<file path="config.mk">
export PLATFORM = sky130hd
export DESIGN_NAME = load_store_unit
export DESIGN_NICKNAME = d
export VERILOG_FILES = /design/src/rtl/load_store_unit.sv
export SDC_FILE = /design/constraint.sdc
export NUM_CORES = 1
export LEC_CHECK = 0
export CAP_MARGIN = 30
export CORE_MARGIN = 10
export CORE_UTILIZATION = 48
export CTS_CLUSTER_SIZE = 25
export DETAILED_ROUTE_END_ITERATION = 6
export PLACE_DENSITY = 0.84
export SLEW_MARGIN = 20
export SYNTH_ARGS = -nofsm -noshare
export SYNTH_HDL_FRONTEND = slang
export SYNTH_SLANG_ARGS = --single-unit
</file>
<file path="constraint.sdc">
create_clock -name clk -period 2.2 [get_ports clk]
set_input_delay 0.22 -clock clk [delete_from_list [all_inputs] [get_ports clk]]
set_output_delay 0.22 -clock clk [all_outputs]
set_load 0.03 [all_outputs]
</file>
<file path="src/rtl/load_store_unit.sv">
// Load/store unit: one core access at a time onto a req/gnt/rvalid memory port, with sizing,
// lane shifting and load extension. Optional watchdog enabled by defining LSU_TIMEOUT_EN.
module load_store_unit #(
    parameter int unsigned XLEN    = 32,
    parameter int unsigned ADDR_W  = 16,
    parameter int unsigned TIMEOUT = 64
) (
    input  logic                                clk,
    input  logic                                rst,
    input  logic                                req_valid,
    output logic                                req_ready,
    input  logic                                req_we,
    input  logic [1:0]                          req_size,
    input  logic                                req_unsigned,
    input  logic [ADDR_W-1:0]                   req_addr,
    input  logic [XLEN-1:0]                     req_wdata,
    output logic                                resp_valid,
    output logic                                resp_err,
    output logic [XLEN-1:0]                     resp_rdata,
    output logic                                mem_req,
    output logic                                mem_we,
    output logic [XLEN/8-1:0]                   mem_be,
    output logic [ADDR_W-$clog2(XLEN/8)-1:0]    mem_addr,
    output logic [XLEN-1:0]                     mem_wdata,
    input  logic                                mem_gnt,
    input  logic                                mem_rvalid,
    input  logic [XLEN-1:0]                     mem_rdata
);
    localparam int unsigned NB  = XLEN / 8;
    localparam int unsigned OFF = $clog2(NB);
    localparam int unsigned AW  = ADDR_W - OFF;
    localparam int unsigned IW  = $clog2(XLEN);

    typedef enum logic [1:0] {S_IDLE, S_REQ, S_WAIT, S_RESP} state_e;

    state_e          state_q;
    logic            we_q;
    logic            uns_q;
    logic [1:0]      size_q;
    logic [OFF-1:0]  off_q;
    logic            err_q;
    logic [XLEN-1:0] rdata_q;

    logic            req_ready_q;
    logic            resp_valid_q;
    logic            resp_err_q;
    logic [XLEN-1:0] resp_rdata_q;
    logic            mem_req_q;
    logic            mem_we_q;
    logic [NB-1:0]   mem_be_q;
    logic [AW-1:0]   mem_addr_q;
    logic [XLEN-1:0] mem_wdata_q;

`ifdef LSU_TIMEOUT_EN
    localparam int unsigned CW = $clog2(TIMEOUT + 1);
    logic [CW-1:0] cnt_q;
`else
    logic unused_timeout;
    assign unused_timeout = (TIMEOUT != 0);
`endif

    logic [OFF-1:0]  off_c;
    logic            bad_c;
    logic [NB-1:0]   be_c;
    logic [XLEN-1:0] wdata_c;
    logic [XLEN-1:0] shift_c;
    logic [XLEN-1:0] load_c;
    logic [6:0]      nbits_c;
    logic            sign_c;

    // Request decode: alignment, byte enables and lane-shifted store data.
    always_comb begin
        off_c = req_addr[OFF-1:0];
        case (req_size)
            2'd0:    bad_c = 1'b0;
            2'd1:    bad_c = off_c[0];
            2'd2:    bad_c = (off_c[1:0] != 2'b00);
            default: bad_c = (XLEN == 32) || (off_c != '0);
        endcase
        be_c = '0;
        for (int i = 0; i < int'(NB); i++) begin
            be_c[i] = (i >= int'(off_c)) && (i < int'(off_c) + (1 << req_size));
        end
        wdata_c = req_wdata << {off_c, 3'b000};
    end

    // Load path: shift the addressed lane down, then sign/zero extend from the access width.
    always_comb begin
        nbits_c = 7'(8 << size_q);
        shift_c = mem_rdata >> {off_q, 3'b000};
        sign_c  = ~uns_q & shift_c[IW'(nbits_c - 7'd1)];
        load_c  = '0;
        for (int i = 0; i < int'(XLEN); i++) begin
            load_c[i] = (i < int'(nbits_c)) ? shift_c[i] : sign_c;
        end
    end

    always_ff @(posedge clk) begin
        if (!rst) begin
            state_q      <= S_IDLE;
            we_q         <= 1'b0;
            uns_q        <= 1'b0;
            size_q       <= 2'd0;
            off_q        <= '0;
            err_q        <= 1'b0;
            rdata_q      <= '0;
            req_ready_q  <= 1'b0;
            resp_valid_q <= 1'b0;
            resp_err_q   <= 1'b0;
            resp_rdata_q <= '0;
            mem_req_q    <= 1'b0;
            mem_we_q     <= 1'b0;
            mem_be_q     <= '0;
            mem_addr_q   <= '0;
            mem_wdata_q  <= '0;
`ifdef LSU_TIMEOUT_EN
            cnt_q        <= '0;
`endif
        end else begin
            resp_valid_q <= 1'b0;
            resp_err_q   <= 1'b0;
            resp_rdata_q <= '0;
            case (state_q)
                S_IDLE: begin
                    if (req_valid && req_ready_q) begin
                        req_ready_q <= 1'b0;
                        we_q        <= req_we;
                        uns_q       <= req_unsigned;
                        size_q      <= req_size;
                        off_q       <= off_c;
                        err_q       <= bad_c;
                        if (bad_c) begin
                            state_q <= S_RESP;
                        end else begin
                            mem_req_q   <= 1'b1;
                            mem_we_q    <= req_we;
                            mem_be_q    <= be_c;
                            mem_addr_q  <= req_addr[ADDR_W-1:OFF];
                            mem_wdata_q <= wdata_c;
                            state_q     <= S_REQ;
`ifdef LSU_TIMEOUT_EN
                            cnt_q       <= '0;
`endif
                        end
                    end else begin
                        req_ready_q <= 1'b1;
                    end
                end
                S_REQ: begin
                    if (mem_gnt) begin
                        mem_req_q   <= 1'b0;
                        mem_we_q    <= 1'b0;
                        mem_be_q    <= '0;
                        mem_addr_q  <= '0;
                        mem_wdata_q <= '0;
                        rdata_q     <= '0;
                        state_q     <= we_q ? S_RESP : S_WAIT;
`ifdef LSU_TIMEOUT_EN
                        cnt_q       <= '0;
                    end else if (cnt_q == CW'(TIMEOUT - 1)) begin
                        mem_req_q   <= 1'b0;
                        mem_we_q    <= 1'b0;
                        mem_be_q    <= '0;
                        mem_addr_q  <= '0;
                        mem_wdata_q <= '0;
                        err_q       <= 1'b1;
                        state_q     <= S_RESP;
                    end else begin
                        cnt_q       <= cnt_q + CW'(1);
`endif
                    end
                end
                S_WAIT: begin
                    if (mem_rvalid) begin
                        rdata_q <= load_c;
                        state_q <= S_RESP;
`ifdef LSU_TIMEOUT_EN
                    end else if (cnt_q == CW'(TIMEOUT - 1)) begin
                        err_q   <= 1'b1;
                        state_q <= S_RESP;
                    end else begin
                        cnt_q   <= cnt_q + CW'(1);
`endif
                    end
                end
                S_RESP: begin
                    resp_valid_q <= 1'b1;
                    resp_err_q   <= err_q;
                    resp_rdata_q <= err_q ? '0 : rdata_q;
                    state_q      <= S_IDLE;
                end
                default: state_q <= S_IDLE;
            endcase
        end
    end

    assign req_ready  = req_ready_q;
    assign resp_valid = resp_valid_q;
    assign resp_err   = resp_err_q;
    assign resp_rdata = resp_rdata_q;
    assign mem_req    = mem_req_q;
    assign mem_we     = mem_we_q;
    assign mem_be     = mem_be_q;
    assign mem_addr   = mem_addr_q;
    assign mem_wdata  = mem_wdata_q;

endmodule

</file>
### Word-level counts from Yosys, hierarchy flattened

Index checks and enable logic that the tools add are counted.

* eq/ne operators: 9
* $lt $le $gt $ge: 40
* add/subtract/negate cells: 2
* reductions and logical operators: 15
* bitwise gates (word level): 4
* shifts and indexed selects: 4
* multiplexer cells: 64

Operator list (count)
* 32-bit two-way mux: 4
* 32-bit one-hot mux with 2 select lines: 2
* 5-bit by 7-bit less-than comparator with 1-bit output, first input constant: 16
* 3-bit by 32-bit less-than comparator with 1-bit output, first input constant: 2
* 4-bit by 7-bit less-than comparator with 1-bit output, first input constant: 8
* 14-bit two-way mux: 3
* 1-bit two-way mux: 41
* 3-bit by 32-bit adder with 32-bit output: 1
* 1-bit by 32-bit less-than comparator with 1-bit output, first input constant: 1
* 2-bit by 32-bit less-than comparator with 1-bit output, first input constant: 1
* 1-bit by 2-bit left shift with 32-bit output, first input constant: 1
* 32-bit by 5-bit left shift with 32-bit output: 1
* 32-bit by 5-bit >> shifter with 32-bit output: 1
* 3-bit by 7-bit less-than comparator with 1-bit output, first input constant: 4
* 14-bit one-hot mux with 2 select lines: 1
* 1-bit by 7-bit less-than comparator with 1-bit output, first input constant: 2
* 2-bit by 7-bit less-than comparator with 1-bit output, first input constant: 2
* 4-bit two-way mux: 3
* 2-bit two-way mux: 4
* 2-bit inequality test, second input constant: 4
* 2-bit one-hot mux with 4 select lines: 1
* 4-bit one-hot mux with 2 select lines: 1
* 4-bit by 2-bit left shift with 7-bit output, first input constant: 1
* 2-bit equality test, second input constant: 3
* other kinds (17): 30

* logic and storage cells: 154
* output and inout bits: 87
* register bits: 128
* input bits: 89

### Longest topological paths before layout

Gate-level depths: netlist (run 1).

* depth in word-level cells: 8
* gate-level depth with buffers: 9

### Worst setup path after synthesis (run 1)

No wires, ideal clock.

* path type: register to register
* start point: register size_q[0]
* end point: register rdata_q[7]
* cell stages (with the launch flop): 10
* data required time: 2126 ps
* arrival time: 1932 ps
* slack: 194 ps
* clock period less this slack: 2006 ps
* library setup time: 74 ps
* cell sequence: dfxtp_1 or2_1 buf_2 ha_1 nor2b_1 clkbuf_1 or3_1 buf_1 a21boi_0 a31oi_1

* word-level cells in the longest chain between the ends: 8

Ends and longest elaborated chain
* start, declared: line 39 `logic [1:0] size_q;`
* start signal, assigned: line 129 `size_q <= req_size;`
* 4-bit by 2-bit left shift with 7-bit output *: line 89 `nbits_c = 7'(8 << size_q);`
* 5-bit by 1-bit subtractor with 5-bit output: line 91 `sign_c = ~uns_q & shift_c[IW'(nbits_c - 7'd1)];`
* 1-bit binary-select mux with 5-bit select: line 91
* 1-bit two-way mux (not written as such): line 91
* 1-bit bitwise AND: line 91
* 1-bit two-way mux *: line 94 `load_c[i] = (i < int'(nbits_c)) ? shift_c[i] : sign_c;`
* 32-bit two-way mux *: line 174 `if (mem_rvalid) begin`
* 32-bit one-hot mux with 2 select lines *: line 123 `case (state_q)`
* end signal, assigned: line 175 `rdata_q <= load_c;`
* end, declared: line 42 `logic [XLEN-1:0] rdata_q;`

Every way passes the cells marked *; elsewhere a longest branch is shown, timed or not. The select of a mux whose other input is x is not followed.
A chain may end at the register's enable or synchronous reset.

### Worst setup path in the final report (run 1)

* start point: register state_q[0]
* end point: register rdata_q[5]

* word-level cells in the longest chain between the ends: 3

Ends and longest elaborated chain
* start, declared: line 36 `state_e state_q;`
* start signal, assigned: line 157 `state_q <= we_q ? S_RESP : S_WAIT;`
* 2-bit equality test or 2-bit by 1-bit equality test with 1-bit output (tied branches): line 123
* 2-bit inequality test (no source line) or 2-bit nonzero test (tied branches)
* 3-bit AND reduction (no source line)

Several ways; a longest one is shown, not always the timed one.

==> results of run 1 <==
==> final cells by class <==
cell class / count / share of cell area (%)
inverter: 16 / 0.673
sequential: 128 / 28.7
tap: 172 / 2.41
clock buffer: 18 / 4.92
timing repair buffer: 210 / 23.1
clock inverter: 14 / 2.12
multi-input combinational: 464 / 38.1
==> report_power, final <==
group | leakage, nW | switching [W] | internal, W
registers | 1.03 | 0.000152 | 0.00252
clock network | 0.302 | 0.00108 | 0.00192
logic | 2.07 | 0.00124 | 0.000922
total | 3.41 | 0.00247 | 0.00537
==> through the flow <==
step	instances	cell area [um^2]	setup WS, ns
2_1_floorplan	663	6280	0.194
3_3_place_gp	989	8270	0.157
3_5_place_dp	989	8270	0.0202
4_1_cts	1021	8910	0.0768
5_1_grt	1022	8930	0.0114
6_report	1022	8930	0.115
==> worst max-delay path, stage by stage (launching register included) <==
cell and delay [ns]:
dfxtp_1 0.44, ha_1 0.29, nor2b_2 0.44, nor3_2 0.15
o311ai_4 0.09, buf_4 0.34, a41oi_1 0.17
==> how the worst min path moves through the flow <==
| stage | to | cells after the start |
|---|---|---|
| after floorplan | mem_wdata[0]$_SDFFE_PN0P_ | 1 |
| after global placement | mem_be[0]$_SDFFE_PN0P_ | 1 |
| after detailed placement | mem_be[0]$_SDFFE_PN0P_ | 1 |
| after CTS | resp_valid$_SDFF_PN0_ | 3 |
| after global routing | resp_valid$_SDFF_PN0_ | 3 |
| final | resp_valid$_SDFF_PN0_ | 3 |
==> registers in the layout, indices dropped and copies added, names as in the netlist <==
signal,flops
err_q,1
mem_addr,14
mem_be,4
mem_req,1
mem_wdata,32
mem_we,1
off_q,2
rdata_q,32
req_ready,1
resp_err,1
resp_rdata,32
resp_valid,1
size_q,2
state_q,2
uns_q,1
we_q,1
==> placed cells by master (no fill, tap or decap), drive strengths merged, types with 12 or more instances in the layout <==
cell type and n:
a21oi 48, a311oi 24, a31oi 14, and2 35, buf 36, clkbuf 18, clkdlybuf4s50 174, dfxtp 128
inv 17, mux2i 70, nand2 74, nand3b 21, nor2 28, nor2b 12, nor3 12, o211ai 15
o21ai 19
==> kinds of logic after synthesis <==
logic type,Yosys count
simple gates,201
compound gates,175
flops,128
mux,78
buf+inv,71
fa+ha+maj,10
==> per-layer routing <==
| metal | global-route usage, % | routed length [um] | part of all wire, % | vias to the layer above |
|---|---|---|---|---|
| li1 | - | - | - | 2756 |
| met2 | 34.1 | 9200 | 46 | 302 |
| met3 | 10.1 | 2220 | 11 | 39 |
| met4 | 7.44 | 427 | 2.1 | 2 |
| met1 | 24.7 | 8090 | 41 | 2747 |
| met5 | 0 | 11 | 0.055 | - |
==> timing repair <==
action	CTS	global route
setup endpoints to repair	4	9
pin swaps	0	1
buffers inserted	0	1
gates resized for setup	2	3
==> flow_summary.html, run 1 <==
<table>
<tr><th>Metric</th><th>Value</th></tr>
<tr><th colspan="2">Status</th></tr>
<tr><td>Status</td><td>completed</td></tr>
<tr><th colspan="2">Route</th></tr>
<tr><td>DRT Wirelength</td><td>roughly 20,000 um</td></tr>
<tr><td>Vias after detailed routing</td><td>approximately 5.8k</td></tr>
<tr><td>DRC violation count after routing</td><td>0</td></tr>
<tr><td>Starting DRT DRC Count</td><td>596</td></tr>
<tr><td>Length of the first detailed-routing pass in iterations</td><td>7</td></tr>
<tr><td>Detail-routed via count per cell</td><td>between 5 and 6</td></tr>
<tr><td>Post-DRT Antenna Nets</td><td>0</td></tr>
<tr><td>Wire length per cell</td><td>19.5 um</td></tr>
<tr><th colspan="2">Worst setup path</th></tr>
<tr><td>Startpoint kind of the worst setup timing path</td><td>register</td></tr>
<tr><td>Launching element of the worst setup path</td><td>state_q[0]$_SDFFE_PN0P_</td></tr>
<tr><td>Critical Path End Type</td><td>register</td></tr>
<tr><td>Launch point of the worst reg-to-reg path</td><td>state_q[0]$_SDFFE_PN0P_</td></tr>
<tr><td>Top fanout value on the critical path</td><td>23</td></tr>
<tr><td>Data required time of the worst path</td><td>roughly 2.5 ns</td></tr>
<tr><td>End point of the critical path</td><td>rdata_q[5]$_SDFFE_PN0P_</td></tr>
<tr><td>WP data arrival</td><td>2.37 ns</td></tr>
<tr><td>Endpoint of the lowest-slack register-to-register path</td><td>rdata_q[5]$_SDFFE_PN0P_</td></tr>
<tr><td>R2r setup slk</td><td>about 0.11 ns</td></tr>
<tr><td>Startpoint-to-endpoint class of the critical path</td><td>reg2reg</td></tr>
<tr><td>R2R cell count</td><td>6</td></tr>
<tr><th colspan="2">Yosys</th></tr>
<tr><td>Total number of yosys warnings</td><td>0</td></tr>
<tr><td>Largest family of logic cells by synthesized area</td><td>compound AO/OA/AOI/OAI gates</td></tr>
<tr><td>Portion of netlist area occupied by mux cells</td><td>12.8%</td></tr>
<tr><td>Post-Synth Adder-Cell Area</td><td>2.11%</td></tr>
<tr><td>Post-synthesis simple-gate area fraction</td><td>16.6%</td></tr>
<tr><td>Ranking of synthesized cells by area</td><td>dfxtp_1 41%, mux2i_1 11%, nand2_1 4.4%</td></tr>
<tr><td>Syn Nets</td><td>about 760</td></tr>
<tr><td>Count of mapped cells out of synthesis</td><td>between 600 and 700</td></tr>
<tr><td>Netlist Area Pre-Place</td><td>6280 um^2</td></tr>
<tr><td>Fraction of registers with async set or reset after synthesis</td><td>0%</td></tr>
<tr><td>Post-synthesis cell type count</td><td>58</td></tr>
<tr><td>Post-synth top area cell</td><td>dfxtp_1</td></tr>
<tr><td>Synth Area in XOR/XNOR</td><td>0%</td></tr>
<tr><td>Post-synthesis sequential area ratio</td><td>40.8%</td></tr>
<tr><td>Flops &amp; latches, synth</td><td>128</td></tr>
<tr><td>Most frequent cell after synthesis</td><td>dfxtp_1</td></tr>
<tr><td>Mean cell area of the mapped netlist</td><td>9.47 um^2</td></tr>
<tr><td>Synth cell count leaders</td><td>128 x dfxtp_1, 74 x nand2_1, 70 x mux2i_1</td></tr>
<tr><td>Number of synthesized flops with an enable pin</td><td>0</td></tr>
<tr><td>Flip-flop cell with the highest count after synthesis</td><td>dfxtp_1</td></tr>
<tr><td>Share of the synthesized area in the top cell type</td><td>between 40 and 50%</td></tr>
<tr><td>Area fraction in compound gates after synthesis</td><td>22.1%</td></tr>
<tr><th colspan="2">CTS</th></tr>
<tr><td>Clk sinks</td><td>128</td></tr>
<tr><td>Worst-skew pair later-pin latency</td><td>between 0.4 and 0.5 ns</td></tr>
<tr><td>Clock root buffer master</td><td>clkbuf_16</td></tr>
<tr><td>Num CTS Buffers</td><td>17</td></tr>
<tr><td>CTS clock-pin slew for the worst setup and hold paths</td><td>0.06 ns</td></tr>
<tr><td>CTS tree</td><td>yes</td></tr>
<tr><td>Maximum level of the CTS H-tree</td><td>4</td></tr>
<tr><td>Number of buffers inserted for hold repair after clock tree synthesis</td><td>0</td></tr>
<tr><td>Worst-case clock buffer depth</td><td>2</td></tr>
<tr><th colspan="2">STA</th></tr>
<tr><td>Final cycle utilization of the critical path</td><td>94.8%</td></tr>
<tr><td>Worst Hold Slack</td><td>0.230 ns</td></tr>
<tr><td>Setup_tns</td><td>0 ns</td></tr>
<tr><td>Maximum clock skew at final layout</td><td>a little over 0.007 ns</td></tr>
<tr><td>Number of endpoints failing setup at the final stage</td><td>0</td></tr>
<tr><td>Worst relative slew slack</td><td>between 50% and 60%</td></tr>
<tr><td>Unrepaired setup endpoints after global routing</td><td>false</td></tr>
<tr><td>Max Slew Vio Count</td><td>0</td></tr>
<tr><td>Time the worst path needs with I/O delays and setup</td><td>2.09 ns</td></tr>
<tr><td>Final hold viol count</td><td>0</td></tr>
<tr><td>Slew at the pin closest to its max-slew limit</td><td>0.619 ns</td></tr>
<tr><td>Highest clock rate</td><td>480 MHz</td></tr>
<tr><th colspan="2">Layout</th></tr>
<tr><td>Share of layout cells above drive strength 1</td><td>roughly an eighth</td></tr>
<tr><td>Final Util</td><td>between 70% and 80%</td></tr>
<tr><td>Net count reported at finish</td><td>936</td></tr>
<tr><td>Number of diodes</td><td>0</td></tr>
<tr><td>Signed area change from the synthesized netlist to the final layout</td><td>42.2%</td></tr>
<tr><td>Total area of sequential cells</td><td>2560 um^2</td></tr>
<tr><td>Fill count</td><td>965</td></tr>
<tr><td>Area taken by multi-input logic gates</td><td>3400 um^2</td></tr>
<tr><th colspan="2">Global routing</th></tr>
<tr><td>Global router's overall resource usage</td><td>between 20% and 30%</td></tr>
<tr><td>Via count of the first global-routing pass</td><td>roughly 6.0k</td></tr>
<tr><td>Maximum number of pins on one net before global-route repair</td><td>roughly 50</td></tr>
<tr><td>Grt ovf</td><td>0</td></tr>
<tr><td>Wire length of the first global-routing pass</td><td>~31,000 um</td></tr>
<tr><td>Initial antenna violation count</td><td>1</td></tr>
<tr><th colspan="2">Power and ir drop</th></tr>
<tr><td>Max rail drop VDD</td><td>roughly 660 uV</td></tr>
<tr><td>Power after layout</td><td>0.00784 W</td></tr>
<tr><td>Power density normalized to cell area</td><td>878 nW/um^2</td></tr>
<tr><td>Leak pwr</td><td>3.41 nW</td></tr>
<tr><th colspan="2">Die</th></tr>
<tr><td>Floorplan die width</td><td>about 130 um</td></tr>
<tr><td>Top-level port count</td><td>176</td></tr>
<tr><td>Std-Cell Core Area</td><td>approximately 13,000 um^2</td></tr>
<tr><td>Starting density of the core</td><td>roughly half</td></tr>
<tr><td>Die ar.</td><td>18,100 um^2</td></tr>
<tr><td>Die boundary height</td><td>between 100 and 150 um</td></tr>
<tr><td>Placement Rows</td><td>slightly above 40</td></tr>
<tr><th colspan="2">Worst hold path</th></tr>
<tr><td>Hold Startpoint</td><td>rst</td></tr>
<tr><td>Kind of path behind the tightest hold check</td><td>in2reg</td></tr>
<tr><th colspan="2">Place</th></tr>
<tr><td>Routability congestion estimate from global placement</td><td>between 0.9 and 1</td></tr>
<tr><td>Port buffer count</td><td>about 180</td></tr>
<tr><td>HPWL after detailed placement</td><td>between 10,000 and 15,000 um</td></tr>
<tr><th colspan="2">Flow run</th></tr>
<tr><td>Max cap viols</td><td>0</td></tr>
</table>
Power figures use the tool's default switching activity.
==> run 2, diff against run 1 <==
CORE_UTILIZATION = 44   (was 48)
CTS_BUF_LIST = sky130_fd_sc_hd__clkbuf_16   (was not set)
PLACE_DENSITY = 0.81   (was 0.84)
clock period = 1.75 ns   (was 2.2 ns; I/O delays follow)
==> run 2 against run 1 <==
Compared with the run above: the run now ends with setup timing left; cell area up 9.9%; critical path type unchanged; final cell count up 6.3%; register-to-register slack got worse by 0.17 ns; fmax grew 15%.
==> flow_summary.html, run 2 (synthesized netlist as in run 1, its figures left out) <==
<table>
<tr><th>Metric</th><th>Value</th></tr>
<tr><th colspan="2">Route</th></tr>
<tr><td>Length of the first detailed-routing pass in iterations</td><td>7 (unchanged)</td></tr>
<tr><td>Starting DRT DRC Count</td><td>518 (was 596)</td></tr>
<tr><td>DRT Wirelength</td><td>21,600 um (was 19,900 um)</td></tr>
<tr><td>Vias after detailed routing</td><td>6,069 (was 5,846)</td></tr>
<tr><td>Detail-routed via count per cell</td><td>5.59 (was 5.72)</td></tr>
<tr><td>DRC violation count after routing</td><td>0 (unchanged)</td></tr>
<tr><td>Post-DRT Antenna Nets</td><td>0 (unchanged)</td></tr>
<tr><td>Wire length per cell</td><td>19.9 um (was 19.5 um)</td></tr>
<tr><th colspan="2">Layout</th></tr>
<tr><td>Signed area change from the synthesized netlist to the final layout</td><td>56.3% (was 42.2%)</td></tr>
<tr><td>Most frequent cells in the layout</td><td>173 x clkdlybuf4s50_1, 125 x dfxtp_1, 73 x nand2_1, 69 x mux2i_1, 65 x buf_4 (was 174 x clkdlybuf4s50_1, 128 x dfxtp_1, 74 x nand2_1, 70 x mux2i_1, 48 x a21oi_1)</td></tr>
<tr><td>Number of standard cells in the layout, taps in and fillers out</td><td>1,086 (was 1,022)</td></tr>
<tr><td>Number of diodes</td><td>0 (unchanged)</td></tr>
<tr><td>Net count reported at finish</td><td>992 (was 936)</td></tr>
<tr><td>Share of layout cells above drive strength 1</td><td>21.5% (was 13.2%)</td></tr>
<tr><td>Leading cell type in the layout, fill and taps excluded</td><td>clkdlybuf4s50_1 (unchanged)</td></tr>
<tr><th colspan="2">STA</th></tr>
<tr><td>Maximum clock skew at final layout</td><td>0.00492 ns (was 0.00717 ns)</td></tr>
<tr><td>Slew at the pin closest to its max-slew limit</td><td>0.483 ns (was 0.619 ns)</td></tr>
<tr><td>Worst relative slew slack</td><td>67.7% (was 58.6%)</td></tr>
<tr><td>Number of endpoints failing setup at the final stage</td><td>43 (was 0)</td></tr>
<tr><td>Time the worst path needs with I/O delays and setup</td><td>1.81 ns (was 2.09 ns)</td></tr>
<tr><td>Highest clock rate</td><td>553 MHz (was 480 MHz)</td></tr>
<tr><td>Final cycle utilization of the critical path</td><td>103% (was 94.8%)</td></tr>
<tr><td>Setup_tns</td><td>-1.14 ns (was 0 ns)</td></tr>
<tr><td>Final hold viol count</td><td>0 (unchanged)</td></tr>
<tr><td>Unrepaired setup endpoints after global routing</td><td>true (was false)</td></tr>
<tr><td>Final worst setup slack</td><td>-0.0571 ns (was 0.115 ns)</td></tr>
<tr><td>Max Slew Vio Count</td><td>0 (unchanged)</td></tr>
<tr><th colspan="2">Status</th></tr>
<tr><td>Status</td><td>complete, but fails checks (was completed)</td></tr>
<tr><td>Failing checks</td><td>setup timing</td></tr>
<tr><th colspan="2">CTS</th></tr>
<tr><td>CTS tree</td><td>yes (unchanged)</td></tr>
<tr><td>Clock root buffer master</td><td>clkbuf_16 (unchanged)</td></tr>
<tr><td>Worst-case clock buffer depth</td><td>2 (unchanged)</td></tr>
<tr><td>Number of buffers inserted for hold repair after clock tree synthesis</td><td>0 (unchanged)</td></tr>
<tr><td>Num CTS Buffers</td><td>17 (unchanged)</td></tr>
<tr><td>Clk sinks</td><td>128 (unchanged)</td></tr>
<tr><td>Worst-skew pair later-pin latency</td><td>0.43 ns (about the same)</td></tr>
<tr><td>CTS clock-pin slew for the worst setup and hold paths</td><td>0.06 ns (about the same)</td></tr>
<tr><td>Maximum level of the CTS H-tree</td><td>4 (unchanged)</td></tr>
<tr><th colspan="2">Die</th></tr>
<tr><td>Placement Rows</td><td>43 (was 41)</td></tr>
<tr><td>Floorplan die width</td><td>139 um (was 134 um)</td></tr>
<tr><td>Die ar.</td><td>19,500 um^2 (was 18,100 um^2)</td></tr>
<tr><td>Top-level port count</td><td>176 (unchanged)</td></tr>
<tr><td>Starting density of the core</td><td>45.1% (was 49.4%)</td></tr>
<tr><td>Die boundary height</td><td>139 um (was 134 um)</td></tr>
<tr><td>Std-Cell Core Area</td><td>13,900 um^2 (was 12,700 um^2)</td></tr>
<tr><th colspan="2">Worst setup path</th></tr>
<tr><td>Critical Path End Type</td><td>register (unchanged)</td></tr>
<tr><td>Startpoint kind of the worst setup timing path</td><td>register (unchanged)</td></tr>
<tr><td>Top fanout value on the critical path</td><td>23 (unchanged)</td></tr>
<tr><td>Slowest Stage Delay on Critical Path</td><td>0.36 ns (was 0.44 ns)</td></tr>
<tr><td>WP data arrival</td><td>2.14 ns (was 2.37 ns)</td></tr>
<tr><td>Slowest library cell on the worst path</td><td>dfxtp_4 (was dfxtp_1)</td></tr>
<tr><td>R2r setup slk</td><td>-0.06 ns (was 0.11 ns)</td></tr>
<tr><td>Data required time of the worst path</td><td>2.08 ns (was 2.49 ns)</td></tr>
<tr><td>Worst-path cell chain</td><td>buf_4 &gt; ha_4 &gt; or2_4 &gt; a31oi_4 &gt; buf_12 &gt; a221oi_1 &gt; a311oi_1 (was ha_1 &gt; nor2b_2 &gt; nor3_2 &gt; o311ai_4 &gt; buf_4 &gt; a41oi_1)</td></tr>
<tr><td>Startpoint-to-endpoint class of the critical path</td><td>reg2reg (unchanged)</td></tr>
<tr><th colspan="2">Global routing</th></tr>
<tr><td>Maximum number of pins on one net before global-route repair</td><td>37 (was 51)</td></tr>
<tr><td>Wire length of the first global-routing pass</td><td>32,000 um (was 31,500 um)</td></tr>
<tr><td>Grt ovf</td><td>0 (unchanged)</td></tr>
<tr><td>Initial antenna violation count</td><td>0 (was 1)</td></tr>
<tr><td>Via count of the first global-routing pass</td><td>6,023 (was 5,986)</td></tr>
<tr><td>Global router's overall resource usage</td><td>20.1% (was 21.5%)</td></tr>
<tr><th colspan="2">Power and ir drop</th></tr>
<tr><td>Leak pwr</td><td>3.87 nW (was 3.41 nW)</td></tr>
<tr><td>Power density normalized to cell area</td><td>1090 nW/um^2 (was 878 nW/um^2)</td></tr>
<tr><td>Max rail drop VDD</td><td>690 uV (was 662 uV)</td></tr>
<tr><th colspan="2">Place</th></tr>
<tr><td>Routability congestion estimate from global placement</td><td>0.859 (was 0.907)</td></tr>
<tr><td>Placed Cells incl. Taps</td><td>1,038 (was 989)</td></tr>
<tr><td>Port buffer count</td><td>175 (unchanged)</td></tr>
<tr><td>HPWL after detailed placement</td><td>14,400 um (was 14,700 um)</td></tr>
<tr><th colspan="2">Worst hold path</th></tr>
<tr><td>Kind of path behind the tightest hold check</td><td>in2reg (unchanged)</td></tr>
<tr><th colspan="2">Flow run</th></tr>
<tr><td>Max cap viols</td><td>0 (unchanged)</td></tr>
</table>
run 2: cell count changes in the layout (fill, tap and decap cells not counted), moves of 4 or more:
cell,change
clkbuf_16,+5
o41ai_2,+4
buf_4,+34
ha_4,+4
ha_1,-4
o41ai_1,-4
buf_12,+8
buf_6,+6
run 2: report_power, final:
| part | switching, W | leakage, nW | internal, W | total (W) |
|---|---|---|---|---|
| registers | 0.000195 | 1.04 | 0.00318 | 0.00338 |
| logic | 0.00183 | 2.52 | 0.00174 | 0.00356 |
| clock network | 0.00131 | 0.312 | 0.00249 | 0.00380 |
| total | 0.00333 | 3.87 | 0.00741 | 0.0107 |
run 2: path summary, 6_finish.rpt:
| kind | from | end | cells past startpoint |
|---|---|---|---|
| min | rst | we_q$_SDFFE_PN0P_ | 3 |
| max | state_q[1]$_SDFFE_PN0P_ | rdata_q[25]$_SDFFE_PN0P_ | 7 |
| min reg2reg | mem_wdata[22]$_SDFFE_PN0P_ | mem_wdata[22]$_SDFFE_PN0P_ | 2 |
| max reg2reg | state_q[1]$_SDFFE_PN0P_ | rdata_q[25]$_SDFFE_PN0P_ | 7 |
run 2: worst max-delay path, delay by kind of cell, from the launching register on:
kind / cells / cell delay, ns
AO/OA/AOI/OAI: 3 / 0.59
adder cells (fa/ha/maj): 1 / 0.17
buffers and inverters: 2 / 0.35
flip-flops: 1 / 0.36
AND/OR/NAND/NOR: 1 / 0.24
run 2: per-stage QoR:
step	hold WS (ns)	power (W)	setup WS, ns	cell area [um^2]	util [%]
after floorplan	0.301	0.00523	-0.142	6390	-
after global placement	0.437	0.00629	-0.209	8730	62.7
after detailed placement	0.443	0.00634	-0.240	8730	62.7
after CTS	0.195	0.0104	-0.0476	9530	68.4
after global routing	0.227	0.0111	-0.162	9820	70.4
final	0.214	0.0107	-0.0571	9820	70.4
run 2: timing repair:
item | CTS | global route
buffers inserted | 3 | 4
gates cloned | 3 | 6
hold endpoints to repair | 0 | 0
gates resized for setup | 14 | 22
endpoints found under the setup margin | 55 | 86
pin swaps | 1 | 12
run 2: area by class of cell:
type	count	area (um^2)
clock inverter	15	199
fill	992	4120
multi-input combinational	464	3580
inverter	16	62.6
timing repair buffer	266	2750
tap	180	225
sequential	128	2570
clock buffer	17	425
run 2: metal layers:
| layer | GRT usage, % | share of wire (%) |
|---|---|---|
| met5 | 0 | 0 |
| met4 | 6.53 | 2.5 |
| met3 | 9.87 | 11 |
| met2 | 32.0 | 47 |
| met1 | 22.9 | 39 |
